==> config.mk <==
export PLATFORM = sky130hd
export DESIGN_NAME = ps2_rx_flat
export DESIGN_NICKNAME = d
export VERILOG_FILES = /design/src/rtl/ps2_rx_if.sv /design/src/rtl/ps2_rx.sv /design/src/flat_wrapper.sv
export SDC_FILE = /design/constraint.sdc
export NUM_CORES = 1
export LEC_CHECK = 0
export ABC_AREA = 1
export CAP_MARGIN = 25
export CORE_MARGIN = 2
export CORE_UTILIZATION = 52
export DETAILED_ROUTE_END_ITERATION = 8
export PLACE_DENSITY = 0.74
export SLEW_MARGIN = 20
export SYNTH_ARGS = -nofsm -noshare
export SYNTH_HDL_FRONTEND = slang
export SYNTH_SLANG_ARGS = --single-unit
==> constraint.sdc <==
create_clock -name clk -period 1.6 [get_ports clk]
set_input_delay 0.48 -clock clk [delete_from_list [all_inputs] [get_ports clk]]
set_output_delay 0.48 -clock clk [all_outputs]
set_load 0.05 [all_outputs]
==> src/rtl/ps2_rx_if.sv <==
// Key-event bus of the PS/2 receiver: raw pin inputs plus decoded key outputs.
// The receiver uses the master side; the consumer/pin driver uses the slave side.
interface ps2_rx_if;
  logic       ps2_clk;
  logic       ps2_data;
  logic [7:0] key;
  logic       key_released;
  logic       extended;
  logic       done;
  logic       frame_err;

  modport master (
    input  ps2_clk, ps2_data,
    output key, key_released, extended, done, frame_err
  );

  modport slave (
    output ps2_clk, ps2_data,
    input  key, key_released, extended, done, frame_err
  );
endinterface

==> src/rtl/ps2_rx.sv <==
// PS/2 keyboard receiver: synchronises the pins, frames 11-bit bytes and folds
// E0/F0 prefixes into one key event per make/break code.
module ps2_rx #(
  parameter int unsigned TIMEOUT = 50000
) (
  input  logic     clk,
  input  logic     rst,
  ps2_rx_if.master bus
);
  localparam int unsigned TW = $clog2(TIMEOUT + 1);

  typedef enum logic [1:0] {
    IDLE  = 2'd0,
    RECV  = 2'd1,
    CHECK = 2'd2
  } state_t;

  state_t        state_q, state_d;
  logic          c0_q, c1_q, c2_q, d0_q, d1_q;
  logic          c0_d, c1_d, c2_d, d0_d, d1_d;
  logic [3:0]    bitcnt_q, bitcnt_d;
  logic [7:0]    shreg_q, shreg_d;
  logic          par_q, par_d, stop_q, stop_d;
  logic          brk_pend_q, brk_pend_d, ext_pend_q, ext_pend_d;
  logic [TW-1:0] tmo_q, tmo_d;
  logic [7:0]    key_q, key_d;
  logic          key_released_q, key_released_d;
  logic          extended_q, extended_d;
  logic          done_q, done_d;
  logic          frame_err_q, frame_err_d;
  logic          fall;

  function automatic logic odd_parity_ok(input logic [7:0] b, input logic p);
    return ^{b, p};
  endfunction

  assign fall = c2_q & ~c1_q;

  // Next-state logic for synchroniser, framing FSM, prefix tracking and outputs.
  always_comb begin
    state_d        = state_q;
    c0_d           = bus.ps2_clk;
    c1_d           = c0_q;
    c2_d           = c1_q;
    d0_d           = bus.ps2_data;
    d1_d           = d0_q;
    bitcnt_d       = bitcnt_q;
    shreg_d        = shreg_q;
    par_d          = par_q;
    stop_d         = stop_q;
    brk_pend_d     = brk_pend_q;
    ext_pend_d     = ext_pend_q;
    tmo_d          = tmo_q;
    key_d          = key_q;
    key_released_d = key_released_q;
    extended_d     = extended_q;
    done_d         = 1'b0;
    frame_err_d    = 1'b0;

    case (state_q)
      IDLE: begin
        tmo_d = '0;
        if (fall && !d1_q) begin
          state_d  = RECV;
          bitcnt_d = 4'd1;
        end else begin
          bitcnt_d = 4'd0;
        end
      end
      RECV: begin
        // Timeout takes priority over a fall arriving in the same cycle.
        if (tmo_q == TW'(TIMEOUT - 1)) begin
          state_d     = IDLE;
          bitcnt_d    = 4'd0;
          tmo_d       = '0;
          frame_err_d = 1'b1;
          brk_pend_d  = 1'b0;
          ext_pend_d  = 1'b0;
        end else if (fall) begin
          tmo_d    = '0;
          bitcnt_d = bitcnt_q + 4'd1;
          if (bitcnt_q <= 4'd8) begin
            shreg_d = {d1_q, shreg_q[7:1]};
          end else if (bitcnt_q == 4'd9) begin
            par_d = d1_q;
          end else begin
            stop_d   = d1_q;
            state_d  = CHECK;
            bitcnt_d = 4'd0;
          end
        end else begin
          tmo_d = tmo_q + TW'(1);
        end
      end
      CHECK: begin
        state_d = IDLE;
        tmo_d   = '0;
        if (!odd_parity_ok(shreg_q, par_q) || !stop_q) begin
          frame_err_d = 1'b1;
          brk_pend_d  = 1'b0;
          ext_pend_d  = 1'b0;
        end else if (shreg_q == 8'hE0) begin
          ext_pend_d = 1'b1;
        end else if (shreg_q == 8'hF0) begin
          brk_pend_d = 1'b1;
        end else begin
          key_d          = shreg_q;
          key_released_d = brk_pend_q;
          extended_d     = ext_pend_q;
          done_d         = 1'b1;
          brk_pend_d     = 1'b0;
          ext_pend_d     = 1'b0;
        end
      end
      default: begin
        state_d  = IDLE;
        bitcnt_d = 4'd0;
        tmo_d    = '0;
      end
    endcase
  end

  // State and output registers; synchroniser flops reset to the idle-high bus level.
  always_ff @(posedge clk) begin
    if (rst) begin
      state_q        <= IDLE;
      c0_q           <= 1'b1;
      c1_q           <= 1'b1;
      c2_q           <= 1'b1;
      d0_q           <= 1'b1;
      d1_q           <= 1'b1;
      bitcnt_q       <= 4'd0;
      shreg_q        <= 8'h00;
      par_q          <= 1'b0;
      stop_q         <= 1'b0;
      brk_pend_q     <= 1'b0;
      ext_pend_q     <= 1'b0;
      tmo_q          <= '0;
      key_q          <= 8'h00;
      key_released_q <= 1'b0;
      extended_q     <= 1'b0;
      done_q         <= 1'b0;
      frame_err_q    <= 1'b0;
    end else begin
      state_q        <= state_d;
      c0_q           <= c0_d;
      c1_q           <= c1_d;
      c2_q           <= c2_d;
      d0_q           <= d0_d;
      d1_q           <= d1_d;
      bitcnt_q       <= bitcnt_d;
      shreg_q        <= shreg_d;
      par_q          <= par_d;
      stop_q         <= stop_d;
      brk_pend_q     <= brk_pend_d;
      ext_pend_q     <= ext_pend_d;
      tmo_q          <= tmo_d;
      key_q          <= key_d;
      key_released_q <= key_released_d;
      extended_q     <= extended_d;
      done_q         <= done_d;
      frame_err_q    <= frame_err_d;
    end
  end

  assign bus.key          = key_q;
  assign bus.key_released = key_released_q;
  assign bus.extended     = extended_q;
  assign bus.done         = done_q;
  assign bus.frame_err    = frame_err_q;
endmodule

==> src/flat_wrapper.sv <==
// flat-port wrapper written by rule: the top's interface ports become plain ports
module ps2_rx_flat 
#(
  parameter int unsigned TIMEOUT = 50000
)
  (clk, rst, bus_ps2_clk, bus_ps2_data, bus_key, bus_key_released, bus_extended, bus_done, bus_frame_err);
  ps2_rx_if bus_i ();
  input  logic clk;
  input  logic rst;
  input wire logic [$bits(bus_i.ps2_clk)-1:0] bus_ps2_clk;
  input wire logic [$bits(bus_i.ps2_data)-1:0] bus_ps2_data;
  output wire logic [$bits(bus_i.key)-1:0] bus_key;
  output wire logic [$bits(bus_i.key_released)-1:0] bus_key_released;
  output wire logic [$bits(bus_i.extended)-1:0] bus_extended;
  output wire logic [$bits(bus_i.done)-1:0] bus_done;
  output wire logic [$bits(bus_i.frame_err)-1:0] bus_frame_err;
  assign bus_i.ps2_clk = bus_ps2_clk;
  assign bus_i.ps2_data = bus_ps2_data;
  assign bus_key = bus_i.key;
  assign bus_key_released = bus_i.key_released;
  assign bus_extended = bus_i.extended;
  assign bus_done = bus_i.done;
  assign bus_frame_err = bus_i.frame_err;
  ps2_rx #(.TIMEOUT(TIMEOUT)) u_core (.clk(clk), .rst(rst), .bus(bus_i));
endmodule
# Yosys cells after proc, flatten, opt, wreduce, memory -nomap -nowiden
# Index checks and enable logic that the tools add are counted.
# W data, S select, Z words.
# word_totals
romBits,0
wordCells,87
regBits,51
latch_bits,0
ramBits,0
mem_count,0
out_inout_bits,12
input_bits,4
# classes
shift,0
mul,0
eq_ne,13
order_cmp,1
n_reduce_logical,18
muxes,25
bitwise,10
addsub,2
n_div,0
# op_table
op,count
$add A16 B1 Y16 const B,1
$eq A16 B16 Y1 const B,1
$eq A8 B8 Y1 const B,2
$mux W4,4
$pmux W4 S3,1
$reduce_and A4 Y1,3
$mux W1,11
$mux W2,5
$reduce_and A5 Y1,2
$ne A3 B2 Y1 const B,3
$not A1 Y1,9
$reduce_xor A9 Y1,1
$reduce_or A4 Y1,2
$pmux W1 S2,3
$reduce_and A3 Y1,2
$add A4 B1 Y4 const B,1
$eq A4 B4 Y1 const B,1
$le A4 B4 Y1 const B,1
$ne A2 B1 Y1 const B,2
$ne A4 B2 Y1 const B,1
$pmux W2 S2,1
$logic_not A1 Y1,3
$ne A3 B1 Y1 const B,1
$eq A2 B1 Y1 const B,1
7 further kinds,7

# Logic depth before layout (Yosys ltp)
# logic_depth
depth_word,6
ltp_mapped,14
mapped_depth_nobuf,14

# Worst setup path before layout
# Ideal clock, no wire load.
# synth_path
path_kind,reg-to-reg
start,reg u_core.tmo_q[0]
end,reg u_core.tmo_q[8]
arrival_time_ns,1.415
setup_time_ns,0.136
stages_incl_launch_ff,12
path_slack_ns,0.050
cell_sequence,dfxtp_1 ha_1 nand2_1 nor2_2 inv_1 nor2_2 nand2_1 nand2_2 inv_2 nand3_1 buf_2 nor3_1
# synth_between
elab_chain_cells,2
# synth_lines
item,line_no,rtl
start: declaration,ps2_rx.sv:25,"logic [TW-1:0] tmo_q, tmo_d;"
start signal: assignment,ps2_rx.sv:157,tmo_q <= tmo_d;
branches (longest 2 deep; another with $add A16 B1 Y16),-,
# Parallel ways; which one is timed is not known.
# A chain may end at the register's enable or synchronous reset.

# Worst setup path in the final report
# layout_path
start,reg u_core.tmo_q[1]
end,reg u_core.bitcnt_q[2]
# layout_between
elab_chain_cells,3
# layout_lines
item,line_no,rtl
$eq A16 B16 Y1 *,ps2_rx.sv:72,if (tmo_q == TW'(TIMEOUT - 1)) begin
$mux W4 / $ne A3 B1 Y1 (equally long branches),-,
$pmux W4 S3 / $reduce_and A2 Y1 (equally long branches),-,
end signal: assignment,ps2_rx.sv:151,bitcnt_q <= bitcnt_d;
end: declaration,ps2_rx.sv:21,"logic [3:0] bitcnt_q, bitcnt_d;"
# Mark *: on every way between the ends. The rest lies on a longest branch, timed or not.

==> results.md <==
* Delay-heaviest family, CP: simple AND/OR/NAND/NOR gates
* Total Nets Final at 385
* Distinct cells, synth at 34
* WP data arrival at 1.90 ns
* Clock root cell: clkbuf_8
* Antenna cells at 0
* Minimum clock period at 1.69 ns
* Worst Max-Slew Pin Slew at 0.382 ns
* Initial antenna violation count at 0
* Num Clock Sinks at 51
* Routed via count at 2254
* Most used DFF post-synth: dfxtp_1
* H-tree depth at 2
* Die area at 5100 µm²
* Worst-path clk slew at 0.09 ns
* IO Pins at 16
* Remaining global-route overflow at 0
* Leak at 0.00127 µW
* Setup Skew at 0.0102 ns
* Vias per cell at 5.28
* Initial DRC Count at 127
* Area of the core at 4350 µm²
* Post-synth EDFFs at 0
* Dominant cell type by area after synthesis: dfxtp_1
* Worst-Skew Late Latency at 0.31 ns
* Port Buf Inserts at 15
* Post-Syn Instances at 322
* Syn nets at 333
* Crit path kind: reg2reg
* Drt total wl at 5.32 mm
* CP max stage cell: dfxtp_4
* CTS tree: built
* DPL Wire Length at 3.12 mm
* Post-synthesis instance area at 2360 µm²
* CTS max path bufs at 2
* Layout cell share with drive strength beyond 1 at 30.4%
* Die Height at 71.4 µm
* Peak Freq at 593 MHz
* Vias in the first global route at 1920
* Buf/Inv on CP at 3
* Crit-path cells: ha_4, nand2_4, nor2_4, inv_2, nor2_4, nand2_2, nand2_4, inv_6, nand2_4, nand2_4, inv_4, nand2_2, xor2_1, nor2_1
* Worst r2r path cells at 14
* Worst setup margin at -0.0872 ns
* First-pass GRT wire length at 8.07 mm
* RSZ-0062 raised after global routing: true
* Setup_tns at -0.487 ns
* Violated checks: negative setup slack
* Most used cell, CP: nand2_4
* Synth area leaders: dfxtp_1, nand2_1, nor2_1
* Avg Inst Size Synth at 7.33 µm²
* Residual DRC at 0
* Worst-path fanout max at 5
* Hold-fix buffers, CTS at 0
* Share of the synthesized area in the top cell type at 43.2%
* Wire length per cell at 12.5 µm
* Share of the clock period used by the worst path at 105%
* Critical Path RT at 1.82 ns
* HP Class: reg2reg
* Worst Setup Slack post-DPL at -0.0973 ns
* Area growth from synthesis to final layout at 38.1%
* MaxCap Viol Count at 0
* Slew margin rel. at 74.5%
* Final Hold Fails at 0
* Hold path depth at 1
* Slowest cell delay on critical path at 0.38 ns
* Critical Path Start Type: flop
* Sequential-to-total area share from yosys stat at 43.2%
* Initial core utilization at 54.2%
* Max Slew Vio Count at 0
* Post-synth ARST share at 0%
* Total GRT Usage at 19.7%
* Stages on worst setup path at 14
* Final setup fails at 20
* Layout filler cell count at 300
* Num rows at 24
* Crit. End Element: flop
* Cts bufs inserted at 5
* Ys Warns at 0
* Yosys reg bits at 51
* Largest net degree at the start of global routing at 23
* Pwr/cell area at 698 nW/µm²
* Placer Congestion at 0.828
* Status: complete, but fails checks
* Post-DRT Antenna Nets at 0
* Max rail drop VDD at 502 µV
* Final Util at 74.9%
* Die X-Extent at 71.4 µm
* Drt pass-1 iters at 4
==> cells in the mapped netlist (5+ instances only) <==
master   count
nand3_1     17
o21ai_0     22
dfxtp_1     51
inv_1       44
ha_1         7
a21oi_1     24
nand4_1      9
nand2_2      6
nor3_1       5
nor2_1      49
nand2_1     50
or2_2        6
==> state kept, by name (all words and copies together), names as in the netlist, 2 cells and up <==
signal and flops:
u_core.bus.key 8, u_core.shreg_q 8, u_core.state_q 2, u_core.bitcnt_q 4
u_core.tmo_q 16
==> report_power, final <==
part / switching, µW / total (µW) / internal, µW
sequential: 3.85 / 1270 / 1270
clock: 425 / 931 / 506
combinational: 42.5 / 73.4 / 30.8
total: 471 / 2280 / 1810
==> worst register-to-register path: cells and delay by family, from the launching register on <==
kind / cells / cell delay, ns
buf+inv: 3 / 0.19
xor+xnor: 1 / 0.14
fa+ha+maj: 1 / 0.15
simple gates: 9 / 0.73
flops: 1 / 0.38
==> cell type report <==
cell class              instances  area, µm²  area share [%]
inverters                      48        195            5.99
multi-input cells             220       1310            40.1
clock buffers                   6       82.6            2.53
well taps                      52       65.1            2.00
repair buffers                 48        534            16.4
clock inverters                 2       35.0            1.07
flip-flops and latches         51       1040            32.0
==> final timing paths <==
check	to	start	slack, ns
setup / recovery	u_core.bitcnt_q[2]	u_core.tmo_q[1]	-0.09
hold / removal	u_core.c1_q	u_core.c0_q	0.42
setup reg to reg	u_core.bitcnt_q[2]	u_core.tmo_q[1]	-0.09
hold reg to reg	u_core.c1_q	u_core.c0_q	0.42
==> per-layer routing <==
layer | track usage, % | vias up | wire length [µm]
met2 | 31.3 | 57 | 2620
met4 | 8.18 | 0 | 79
met5 | 0 | - | 0
met1 | 25.4 | 1048 | 2380
li1 | - | 1141 | -
met3 | 5.20 | 8 | 240
==> repair_timing <==
item | 4_1_cts | 5_1_grt
setup buffers | 11 | 7
cloned | 1 | 1
pin swaps | 5 | 14
gates resized for setup | 15 | 58
setup endpoints to repair | 25 | 40
==> cell usage in the layout, fill, tap and decap left out, types with 3 or more instances in the layout <==
cell type,instances
a21oi_1,21
dfxtp_4,4
nand2_4,6
nor3_1,3
nand4_1,9
buf_4,31
o21ai_1,11
buf_12,13
nand3_2,4
ha_1,6
clkbuf_8,6
dfxtp_1,42
nor3_2,3
a21oi_2,3
o21ai_2,5
nand2_1,46
o21bai_1,3
nand2_2,7
nand3_1,13
o21ai_0,6
dfxtp_2,5
nor2_1,46
inv_1,43
or2_2,5
clkdlybuf4s50_1,3
nor2_4,6
==> stage by stage <==
stage	hold slack, ns	std cells	power (µW)	instance area (µm²)
after floorplan	0.389	322	1350	2360
after global placement	0.391	399	1370	2800
after detailed placement	0.399	399	1370	2800
after CTS	0.422	419	2280	3050
after global routing	0.440	427	2350	3260
final	0.420	427	2280	3260
==> logic make-up after synthesis <==
group / after synthesis / share of synthesized area, %
xor+xnor: 4 / 1.48
buf+inv: 53 / 8.85
simple gates: 154 / 30.8
compound gates: 53 / 11.9
flops: 51 / 43.2
fa+ha+maj: 7 / 3.71
(Power assumes the default switching activity.)
